--- src/rtl/mem_port_arbiter.sv ---
// Round-robin arbiter sharing one single-ported, variable-latency memory between
// the instruction-fetch and load/store requesters, one transaction in flight at a time.
module mem_port_arbiter #(
    parameter int unsigned DATA_WIDTH = 32,
    parameter int unsigned ADDR_WIDTH = 32
) (
    input  logic                  clk,
    input  logic                  reset,
    input  logic                  if_req,
    input  logic [ADDR_WIDTH-1:0] if_addr,
    output logic                  if_gnt,
    output logic                  if_rvalid,
    output logic [DATA_WIDTH-1:0] if_rdata,
    input  logic                  d_req,
    input  logic                  d_we,
    input  logic [ADDR_WIDTH-1:0] d_addr,
    input  logic [DATA_WIDTH-1:0] d_wdata,
    input  logic [1:0]            d_len,
    input  logic                  d_unsigned,
    output logic                  d_gnt,
    output logic                  d_rvalid,
    output logic [DATA_WIDTH-1:0] d_rdata,
    output logic                  m_req,
    output logic                  m_we,
    output logic [ADDR_WIDTH-1:0] m_addr,
    output logic [DATA_WIDTH-1:0] m_wdata,
    output logic [1:0]            m_len,
    output logic                  m_unsigned,
    input  logic                  m_ready,
    input  logic                  m_rvalid,
    input  logic [DATA_WIDTH-1:0] m_rdata,
    output logic                  busy,
    output logic                  protocol_err
);

    localparam logic [1:0] FETCH_LEN = 2'b10;

    typedef enum logic [1:0] {IDLE, ISSUE, WAIT} state_t;
    typedef enum logic {OWN_FETCH, OWN_DATA} owner_t;

    state_t state, state_nxt;
    owner_t owner, last_owner, sel;
    logic   capture;

    // State register; m_req and busy are registered copies of the next-state decode
    always_ff @(posedge clk or negedge reset) begin
        if (!reset) begin
            state <= IDLE;
            m_req <= 1'b0;
            busy  <= 1'b0;
        end else begin
            state <= state_nxt;
            m_req <= (state_nxt == ISSUE);
            busy  <= (state_nxt != IDLE);
        end
    end

    // Next state and combinational grant; on a tie the owner that did not go last wins
    always_comb begin
        state_nxt = state;
        if_gnt    = 1'b0;
        d_gnt     = 1'b0;
        capture   = 1'b0;
        sel       = OWN_FETCH;
        unique case (state)
            IDLE: begin
                if (if_req || d_req) begin
                    capture   = 1'b1;
                    state_nxt = ISSUE;
                    if (if_req && d_req) begin
                        if (last_owner == OWN_DATA) sel = OWN_FETCH;
                        else                        sel = OWN_DATA;
                    end else if (d_req) begin
                        sel = OWN_DATA;
                    end
                    if_gnt = (sel == OWN_FETCH);
                    d_gnt  = (sel == OWN_DATA);
                end
            end
            ISSUE: if (m_ready)  state_nxt = WAIT;
            WAIT:  if (m_rvalid) state_nxt = IDLE;
            default: state_nxt = IDLE;
        endcase
    end

    // Request capture, response routing and sticky protocol error
    always_ff @(posedge clk or negedge reset) begin
        if (!reset) begin
            owner        <= OWN_FETCH;
            last_owner   <= OWN_DATA;
            m_we         <= 1'b0;
            m_addr       <= '0;
            m_wdata      <= '0;
            m_len        <= 2'b00;
            m_unsigned   <= 1'b0;
            if_rvalid    <= 1'b0;
            d_rvalid     <= 1'b0;
            if_rdata     <= '0;
            d_rdata      <= '0;
            protocol_err <= 1'b0;
        end else begin
            if_rvalid <= 1'b0;
            d_rvalid  <= 1'b0;
            if (capture) begin
                owner      <= sel;
                last_owner <= sel;
                if (sel == OWN_DATA) begin
                    m_we       <= d_we;
                    m_addr     <= d_addr;
                    m_wdata    <= d_wdata;
                    m_len      <= d_len;
                    m_unsigned <= d_unsigned;
                end else begin
                    m_we       <= 1'b0;
                    m_addr     <= if_addr;
                    m_wdata    <= '0;
                    m_len      <= FETCH_LEN;
                    m_unsigned <= 1'b0;
                end
            end
            if ((state == WAIT) && m_rvalid) begin
                if (owner == OWN_DATA) begin
                    d_rdata  <= m_rdata;
                    d_rvalid <= 1'b1;
                end else begin
                    if_rdata  <= m_rdata;
                    if_rvalid <= 1'b1;
                end
            end
            if (m_rvalid && (state != WAIT)) protocol_err <= 1'b1;
        end
    end

endmodule

--- config.mk ---
export PLATFORM = sky130hd
export DESIGN_NAME = mem_port_arbiter
export DESIGN_NICKNAME = d
export VERILOG_FILES = /design/src/rtl/mem_port_arbiter.sv
export SDC_FILE = /design/constraint.sdc
export NUM_CORES = 1
export LEC_CHECK = 0
export CORE_UTILIZATION = 43
export DETAILED_ROUTE_END_ITERATION = 12
export HOLD_SLACK_MARGIN = 0.15
export PLACE_DENSITY = 0.87
export SLEW_MARGIN = 25
export SYNTH_ARGS = -nofsm -noshare
export SYNTH_HDL_FRONTEND = slang
export SYNTH_SLANG_ARGS = --single-unit
--- constraint.sdc ---
create_clock -name clk -period 4.3 [get_ports clk]
set_input_delay 0.43 -clock clk [delete_from_list [all_inputs] [get_ports clk]]
set_output_delay 0.43 -clock clk [all_outputs]
set_load 0.05 [all_outputs]
==> run_results.csv, run 1 <==
group,metric,value,unit
global_routing,grt_use_total,23.2,%
min_path,hold_class,"in -> async",
clocking,holdBufCountCts,0,
clocking,cts.sinks,141,
floorplanning,initial_core_util,44.9,%
yosys,netlist_instances,421,
floorplanning,core-area,0.0123,sq mm
setup_path,cp.required,3870,ps
place,gp_congestion,0.756,
job,drv_cap,0,
setup_path,crit_path_max_fanout,27,
sta,setup_tns,0,ps
sta,setup_viol,0,
route,vias,4438,
floorplanning,die_w,115,um
sta,slew_violations,0,
clocking,post-cts-setup-buffer-count,0,
floorplanning,die_area,0.0133,sq mm
place,dp_hpwl,10900,um
place,placed_cells,842,
yosys,synth_compound_area_share,12.3,%
cells_and_area,finalNetCount,831,
yosys,syn_nets,559,
setup_path,arrival,2530,ps
route,drtPass1Iterations,5,
sta,setup_ws,1340,ps
global_routing,grt_max_degree,114,
yosys,synth_edf_count,0,
global_routing,grt_pass1_wl,23100,um
place,pre_cts_ws,1460,ps
cells_and_area,fin_area,0.00891,sq mm
sta,slew_headroom,34.8,%
route,drc,0,
power_and_ir_drop,ir_worst_vdd,0.572,mV
setup_path,cp_num_buf_inv,2,
yosys,synth-adder-area-share,0,%
clocking,cts_buffers,17,
cells_and_area,syn2layout_area_growth,61.9,%
cells_and_area,instances_no_fill,874,
clocking,h-tree-depth,4,
global_routing,antenna_found_initial,0,
route,ant_nets,0,
route,wl_per_cell,17.3,um
yosys,synth_seq_cells,141,
route,via_per_inst,5.08,
clocking,root_buffer,"clkbuf_16",
sta,worst_slew_pin_slew,975,ps
setup_path,crit_family,"buffers and inverters",
setup_path,path_class,"reg -> out",
place,placed_area,0.00831,sq mm
global_routing,grt_pass1_vias,4500,
clocking,clockBufferDepth,2,
yosys,synth_top_area_share,63.7,%
sta,fin_skew,6.81,ps
sta,hold_viol_final,0,
floorplanning,die_y,115,um
sta,rsz0062_at_grt,"false",
yosys,synthSimpleGateAreaFrac,6.48,%
cells_and_area,utilization,72.7,%
yosys,synth_mux_area_share,13.1,%
floorplanning,core.rowCount,40,
setup_path,cp_slowest_stage_delay,860,ps
place,port_buffers,276,
yosys,ys_types,28,
cells_and_area,insertedDiodeCount,0,
cells_and_area,drive_above_1_share,7.08,%
yosys,synth-async-reset-ratio,100,%
power_and_ir_drop,p_leak,3.84,nW
setup_path,cp_cell_sequence,"nor2_2 -> and3_1 -> buf_4 -> clkdlybuf4s50_1",
clocking,clk_latency,410,ps
sta,period_share,68.9,%
global_routing,grt-ovfl-total,0,
status,status,"complete, no violations",
yosys,synth-main-ff-cell,"dfrtp_1",
power_and_ir_drop,p_per_area,967,mW/mm^2
sta,max_clock_freq,0.338,GHz
route,drtIter0Drc,191,
clocking,cts_tree,"done",
yosys,synth_xor_area_share,0,%
yosys,yosys_warnings,0,
yosys,synth_top_family_by_area,"multiplexers",
sta,period_needed,2960,ps
yosys,ys_seq_area_share,64.1,%
clocking,post_cts_resized,0,
clocking,clkTransAtPathRegs,60,ps
route,wl,15200,um
setup_path,crit_path_start_kind,"flip-flop",
setup_path,cpMaxStageDelayCell,"clkdlybuf4s50_1",
yosys,ys_top_cells_by_area,"dfrtp_1, mux2_1, a22o_1",
setup_path,end_kind,"primary output",
yosys,netlist_area,0.00550,sq mm
yosys,avgSynthCellArea,13.1,sq um
floorplanning,io_pins,277,
yosys,yosys.area.top_type,"dfrtp_1",
==> path summary, 6_finish.rpt <==
| path | start | to | slack, ps | depth (start not counted) |
|---|---|---|---|---|
| setup / recovery | state[0]$_DFF_PN0_ | if_gnt | 1340 | 4 |
| hold / removal | reset | d_rdata[19]$_DFFE_PN0P_ | 140 | 1 |
| setup reg to reg | state[0]$_DFF_PN0_ | m_addr[17]$_DFFE_PN0P_ | 2310 | 6 |
| hold reg to reg | protocol_err$_DFFE_PN0P_ | protocol_err$_DFFE_PN0P_ | 460 | 1 |
| max in group asynchronous | reset | m_wdata[25]$_DFFE_PN0P_ | 3190 | 2 |
| min in group clk | protocol_err$_DFFE_PN0P_ | protocol_err$_DFFE_PN0P_ | 460 | 1 |
==> cell families (layout without fill, tap and decap cells) <==
family	count (synthesis)	in the layout
AO/OA/AOI/OAI	107	107
AND/OR/NAND/NOR	79	79
buffers and inverters	30	315
flip-flops	141	141
multiplexers	64	64
==> registers in the layout, summed over array words and instances, names as in the netlist, 2 cells and up <==
signal    count
state         2
m_len         2
d_rdata      32
if_rdata     32
m_wdata      32
m_addr       32
==> placed cells by master, fill, tap and decap left out <==
cell,instances
clkinvlp_4,2
inv_2,1
o22ai_1,1
clkinv_4,2
a21o_1,1
nand3_4,2
clkbuf_16,17
o21ai_4,1
o22a_1,1
bufinv_16,3
o21ai_0,7
o21ai_1,19
nor2b_4,1
nand2_2,1
clkbuf_1,3
a22o_1,35
mux2_2,6
clkdlybuf4s50_1,275
o211ai_1,1
nand2_1,33
nor2_2,1
nand2b_1,3
clkinv_2,4
dfrtp_1,140
nor2_1,36
nor2_4,1
inv_1,2
buf_4,4
clkbuf_8,2
o21a_2,1
and3_1,1
a21oi_1,40
dfstp_2,1
mux2_1,58
==> cell type report <==
| cell class | count | area, sq um |
|---|---|---|
| Clock buffer | 21 | 450 |
| Clock inverter | 11 | 143 |
| Fill cell | 814 | 3350 |
| Inverter | 3 | 11.3 |
| Multi-Input combinational cell | 250 | 1770 |
| Sequential cell | 141 | 3530 |
| Tap cell | 168 | 210 |
| Timing Repair Buffer | 280 | 2800 |
==> cell usage after synthesis (2+ instances only) <==
library cell and count:
mux2_2 6, nand3_4 2, nand2b_1 3, clkbuf_1 2, a21oi_1 40, buf_4 7
o21ai_1 20, mux2_1 58, inv_1 2, dfrtp_1 140, nor2_1 36, buf_6 9
nand2_1 33, a22o_1 35, o21ai_0 7, buf_2 9
==> metrics by stage <==
stage / hold WS (ps) / total power [W]
3_5_place_dp: 450 / 0.00719
4_1_cts: 198 / 0.00869
2_1_floorplan: 134 / 0.00549
3_3_place_gp: 443 / 0.00706
6_report: 135 / 0.00862
5_1_grt: 212 / 0.00900
==> routing by layer <==
layer	vias to the layer above	share of wire, %	GRT usage [%]
li1	2034	-	-
met1	2161	39	25.4
met2	210	51	41.0
met3	33	7.5	7.12
met4	0	2.9	11.0
met5	-	0	0
==> power by group <==
group,internal [W],switching [W]
Combinational,0.00163,0.00320
Sequential,0.00198,0.000363
Clock,0.000924,0.000528
Note: power is estimated with default switching activity, not from simulation.
==> run 2: changes to the inputs <==
--- a/config.mk
+++ b/config.mk
@@ -5,10 +5,10 @@
 export SDC_FILE = /design/constraint.sdc
 export NUM_CORES = 1
 export LEC_CHECK = 0
-export CORE_UTILIZATION = 43
+export CORE_UTILIZATION = 36
 export DETAILED_ROUTE_END_ITERATION = 12
 export HOLD_SLACK_MARGIN = 0.15
-export PLACE_DENSITY = 0.87
+export PLACE_DENSITY = 0.78
 export SLEW_MARGIN = 25
 export SYNTH_ARGS = -nofsm -noshare
 export SYNTH_HDL_FRONTEND = slang
==> constraint.sdc (replaced) <==
create_clock -name clk -period 2.7 [get_ports clk]
set_input_delay 0.27 -clock clk [delete_from_list [all_inputs] [get_ports clk]]
set_output_delay 0.27 -clock clk [all_outputs]
set_load 0.05 [all_outputs]
==> run 2 against run 1 <==
The run now ends with DRC left. Critical path depth stayed put. Setup slack worse by 700 ps. Critical endpoint is now d_gnt. First-iteration DRC count rose by 9.9%. Total power rose by 64%. Hold slack improved by 260 ps. Design area up 2.0%. Sequential share of layout area fell by 0.78 points. Global-route usage fell by 2.8 points. Clock power grew 86%. Combinational power grew 60%. Die area increased by 19%. Largest cell class unchanged.
==> run_results.csv, run 2 (synthesis results as in run 1) <==
group,metric,value,unit
sta,period_share,76.4,%
route,ant_nets,0,
sta,setup_tns,0,ps
clocking,clockBufferDepth,2,
setup_path,r2r_cells,6,
setup_path,path_class,"reg -> out",
global_routing,grt_use_total,20.4,%
status,status,"finished with violations",
sta,holdWs,400,ps
global_routing,grt_pass1_wl,24900,um
cells_and_area,instances_no_fill,894,
clocking,h-tree-depth,4,
floorplanning,die_w,126,um
setup_path,crit_path_max_fanout,12,
floorplanning,core.rowCount,44,
sta,setup_ws,638,ps
setup_path,r2r_setup_slack,780,ps
global_routing,antenna_found_initial,0,
setup_path,cp.required,2430,ps
clocking,post_cts_resized,0,
floorplanning,die_y,126,um
clocking,clk_latency,410,ps
route,drc,14,
min_path,hold_depth,3,
setup_path,arrival,1790,ps
power_and_ir_drop,p_per_area,1560,mW/mm^2
floorplanning,io_pins,277,
route,wl,15400,um
power_and_ir_drop,ir_worst_vdd,0.804,mV
clocking,cts.sinks,141,
sta,rsz0062_at_grt,"false",
cells_and_area,mostFrequentLayoutCell,"clkdlybuf4s50_1",
cells_and_area,syn2layout_area_growth,65.1,%
route,via_per_inst,4.93,
job,drv_cap,0,
route,drtPass1Iterations,9,
route,vias,4408,
setup_path,end_kind,"primary output",
cells_and_area,drive_above_1_share,7.61,%
clocking,cts_tree,"done",
place,port_buffers,276,
place,placed_cells,861,
min_path,hold_class,"in -> reg",
sta,period_needed,2060,ps
power_and_ir_drop,p_leak,3.92,nW
place,pre_cts_ws,634,ps
place,gp_congestion,0.805,
place,dp_hpwl,11000,um
floorplanning,initial_core_util,37.4,%
clocking,clkTransAtPathRegs,60,ps
clocking,post-cts-setup-buffer-count,0,
global_routing,grt_pass1_vias,4740,
status,violations,"DRC",
sta,slew_violations,0,
cells_and_area,finalNetCount,835,
sta,slew_headroom,57.3,%
clocking,root_buffer,"clkbuf_16",
sta,setup_viol,0,
global_routing,grt_max_degree,76,
global_routing,grt-ovfl-total,0,
setup_path,crit_path_start_kind,"flip-flop",
floorplanning,core-area,0.0147,sq mm
floorplanning,die_area,0.0158,sq mm
sta,fin_skew,8.71,ps
sta,hold_viol_final,0,
cells_and_area,insertedDiodeCount,0,
clocking,cts_buffers,17,
sta,worst_slew_pin_slew,640,ps
cells_and_area,layout_common_cells,"clkdlybuf4s50_1, dfrtp_1, mux2_1",
route,wl_per_cell,17.2,um
route,drtIter0Drc,210,
sta,max_clock_freq,0.485,GHz
[run 2: cell types whose count changed in the layout (fill, tap and decap cells not counted), moves of 2 or more]
| cell | previous run | this run |
|---|---|---|
| buf_12 | 0 | 4 |
| bufinv_16 | 3 | 7 |
| clkbuf_8 | 2 | 0 |
| clkdlybuf4s50_1 | 275 | 273 |
[run 2: what timing repair did]
item / in CTS / in global routing
endpoints found under the setup margin: 0 / 0
hold endpoints to repair: 65 / 0
hold buffers: 1 / 0
[run 2: through the flow]
stage,util [%],cell area [sq um],total power (W)
6_report,61.8,9090,0.0142
5_1_grt,61.8,9090,0.0148
4_1_cts,61.8,9090,0.0143
3_5_place_dp,57.2,8400,0.0115
3_3_place_gp,57.2,8400,0.0114
2_1_floorplan,-,5500,0.00874
[run 2: path summary, 6_finish.rpt]
path | end | from
worst min-delay path | m_addr[4]$_DFFE_PN0P_ | if_addr[4]
worst max register to register | m_addr[8]$_DFFE_PN0P_ | state[0]$_DFF_PN0_
worst min register to register | protocol_err$_DFFE_PN0P_ | protocol_err$_DFFE_PN0P_
min in group asynchronous | if_rdata[10]$_DFFE_PN0P_ | reset
max in group asynchronous | d_rdata[7]$_DFFE_PN0P_ | reset
worst max-delay path | d_gnt | state[0]$_DFF_PN0_
[run 2: worst max-delay path, cell delays in order (launching register included)]
cell     delay, ps
dfrtp_1        430
nor2_2         330
nand3_4        200
inv_2          240
buf_12         170
[run 2: final cells by class]
cell class	count	area (sq um)
clock buffer	20	437
multi-input combinational	250	1770
tap	184	230
timing repair buffer	284	2870
fill	1120	5610
sequential	141	3530
clock inverter	12	241
inverter	3	11.3
[run 2: report_power, final]
group | total, W | internal [W] | switching (W)
sequential | 0.00374 | 0.00315 | 0.000589
clock | 0.00269 | 0.00182 | 0.000864
combinational | 0.00773 | 0.00264 | 0.00509
[run 2: layer usage]
layer	track usage, %	vias up	share of wire, %
met1	23.2	2139	39
met5	0	-	0
met3	7.77	31	8.5
met4	9.18	0	3.0
li1	-	2026	-
met2	33.9	212	49
==> run 3: changes to the inputs <==
--- a/config.mk
+++ b/config.mk
@@ -5,10 +5,10 @@
 export SDC_FILE = /design/constraint.sdc
 export NUM_CORES = 1
 export LEC_CHECK = 0
-export CORE_UTILIZATION = 36
+export CORE_UTILIZATION = 40
 export DETAILED_ROUTE_END_ITERATION = 12
 export HOLD_SLACK_MARGIN = 0.15
-export PLACE_DENSITY = 0.78
+export PLACE_DENSITY = 0.82
 export SLEW_MARGIN = 25
 export SYNTH_ARGS = -nofsm -noshare
 export SYNTH_HDL_FRONTEND = slang
==> constraint.sdc (replaced) <==
create_clock -name clk -period 2.1 [get_ports clk]
set_input_delay 0.21 -clock clk [delete_from_list [all_inputs] [get_ports clk]]
set_output_delay 0.21 -clock clk [all_outputs]
set_load 0.05 [all_outputs]
==> run 3 against run 2 <==
The run now ends clean. Critical path depth is 1 higher. Via count up 3.2%. Cell count down 0.67%. Critical endpoint unchanged.
==> run_results.csv, run 3 (synthesis results as in run 1) <==
group,metric,value,unit
status,status,"complete, no violations",
sta,rsz0062_at_grt,"false",
clocking,cts_buffers,17,
route,wl,15800,um
clocking,h-tree-depth,4,
setup_path,end_kind,"primary output",
cells_and_area,insertedDiodeCount,0,
cells_and_area,multi_input_area,0.00177,sq mm
power_and_ir_drop,p_leak,3.93,nW
route,drc,0,
place,port_buffers,276,
global_routing,grt-ovfl-total,0,
sta,slew_violations,0,
floorplanning,core.rowCount,42,
clocking,cts.sinks,141,
job,drv_cap,0,
global_routing,grt_max_degree,71,
sta,slew_headroom,62.4,%
cells_and_area,mostFrequentLayoutCell,"clkdlybuf4s50_1",
global_routing,grt_pass1_vias,4703,
cells_and_area,utilization,68.3,%
place,dp_hpwl,11100,um
global_routing,grt_use_total,22.6,%
route,via_per_inst,5.12,
cells_and_area,drive_above_1_share,8.29,%
floorplanning,io_pins,277,
clocking,clockBufferDepth,2,
power_and_ir_drop,ir_worst_vdd,1.18,mV
setup_path,cp.required,1890,ps
setup_path,crit_path_max_fanout,34,
route,wl_per_cell,17.7,um
floorplanning,core-area,0.0133,sq mm
place,gp_congestion,0.779,
floorplanning,initial_core_util,41.2,%
sta,setup_tns,0,ps
floorplanning,die_y,119,um
clocking,clkTransAtPathRegs,50,ps
clocking,root_buffer,"clkbuf_16",
setup_path,crit_path_start_kind,"flip-flop",
sta,worst_slew_pin_slew,562,ps
route,drtPass1Iterations,5,
setup_path,critPathLaunch,"state[0]$_DFF_PN0_",
clocking,clk_latency,410,ps
floorplanning,die_area,0.0142,sq mm
sta,period_share,94.2,%
power_and_ir_drop,p_per_area,1980,mW/mm^2
setup_path,r2r_setup_slack,450,ps
cells_and_area,finalNetCount,838,
clocking,cts_tree,"done",
sta,period_needed,1980,ps
cells_and_area,regArea,0.00353,sq mm
route,vias,4548,
setup_path,path_class,"reg -> out",
setup_path,arrival,1770,ps
floorplanning,die_w,119,um
cells_and_area,fin_area,0.00911,sq mm
route,ant_nets,0,
cells_and_area,nFillCells,980,
cells_and_area,syn2layout_area_growth,65.5,%
cells_and_area,layout_common_cells,"clkdlybuf4s50_1, dfrtp_1, mux2_1",
sta,max_clock_freq,0.506,GHz
sta,fin_skew,7.47,ps
global_routing,antenna_found_initial,0,
global_routing,grt_pass1_wl,24400,um
route,drtIter0Drc,155,
min_path,hold_class,"in -> async",
place,placed_area,0.00845,sq mm
sta,hold_viol_final,0,
setup_path,timing.rr.start,"state[1]$_DFF_PN0_",
sta,setup_viol,0,
-- run 3: changes by cell type in the layout (fill, tap and decap cells not counted), sizes merged --
cell,change
bufinv,-3
clkinvlp,+1
buf,+2
inv,+3
clkinv,+1
clkbuf,-2
-- run 3: final cells by class --
cell class | instances | share of cell area [%]
Clock inverter | 14 | 2.09
Multi-Input combinational cell | 250 | 19.5
Timing Repair Buffer | 287 | 32.5
Inverter | 3 | 0.124
Tap cell | 176 | 2.42
Clock buffer | 17 | 4.67
Sequential cell | 141 | 38.7
-- run 3: repair_timing --
| item | CTS | global route |
|---|---|---|
| hold buffers | 1 | 0 |
| endpoints found under the hold margin | 54 | 0 |
| cloned | 0 | 1 |
| resized for setup | 1 | 0 |
| pin swaps | 0 | 1 |
| endpoints found under the setup margin | 1 | 1 |
| buffers inserted | 0 | 1 |
-- run 3: path summary, 6_finish.rpt --
check,cells after the start,end
max,5,d_gnt
min,2,d_rdata[9]$_DFFE_PN0P_
max reg2reg,3,d_rdata[16]$_DFFE_PN0P_
min reg2reg,1,if_rdata[28]$_DFFE_PN0P_
max in group asynchronous,3,last_owner$_DFFE_PN1P_
min in group clk,3,m_addr[15]$_DFFE_PN0P_
-- run 3: layer usage --
metal | track usage (%) | vias to the layer above | routed length, um
li1 | - | 2041 | -
met1 | 24.9 | 2252 | 5960
met2 | 40.0 | 221 | 8190
met3 | 6.18 | 34 | 1110
met4 | 10.9 | 0 | 488
met5 | 0 | - | 0
-- run 3: per-stage QoR --
stage                     hold WS [ps]  cells  setup WS, ps  power, W
after floorplan                  -85.6    421           687    0.0112
after CTS                          322    886          19.3    0.0181
after detailed placement           191    854           190    0.0149
after global routing               344    888          14.2    0.0188
after global placement             191    854           252    0.0146
final                              316    888           122    0.0180
-- run 3: report_power, final --
part	internal (W)	leakage (nW)	total [W]	switching, W
Sequential	0.00405	1.74	0.00480	0.000753
Clock	0.00198	0.300	0.00311	0.00113
Combinational	0.00350	1.89	0.0101	0.00660
Total	0.00954	3.93	0.0180	0.00848
-- run 3: worst max-delay path, stage by stage, from the launching register on --
cell	delay (ps)
dfrtp_1	450
nor2_4	210
nand3_4	160
inv_2	150
buf_12	210
buf_12	160
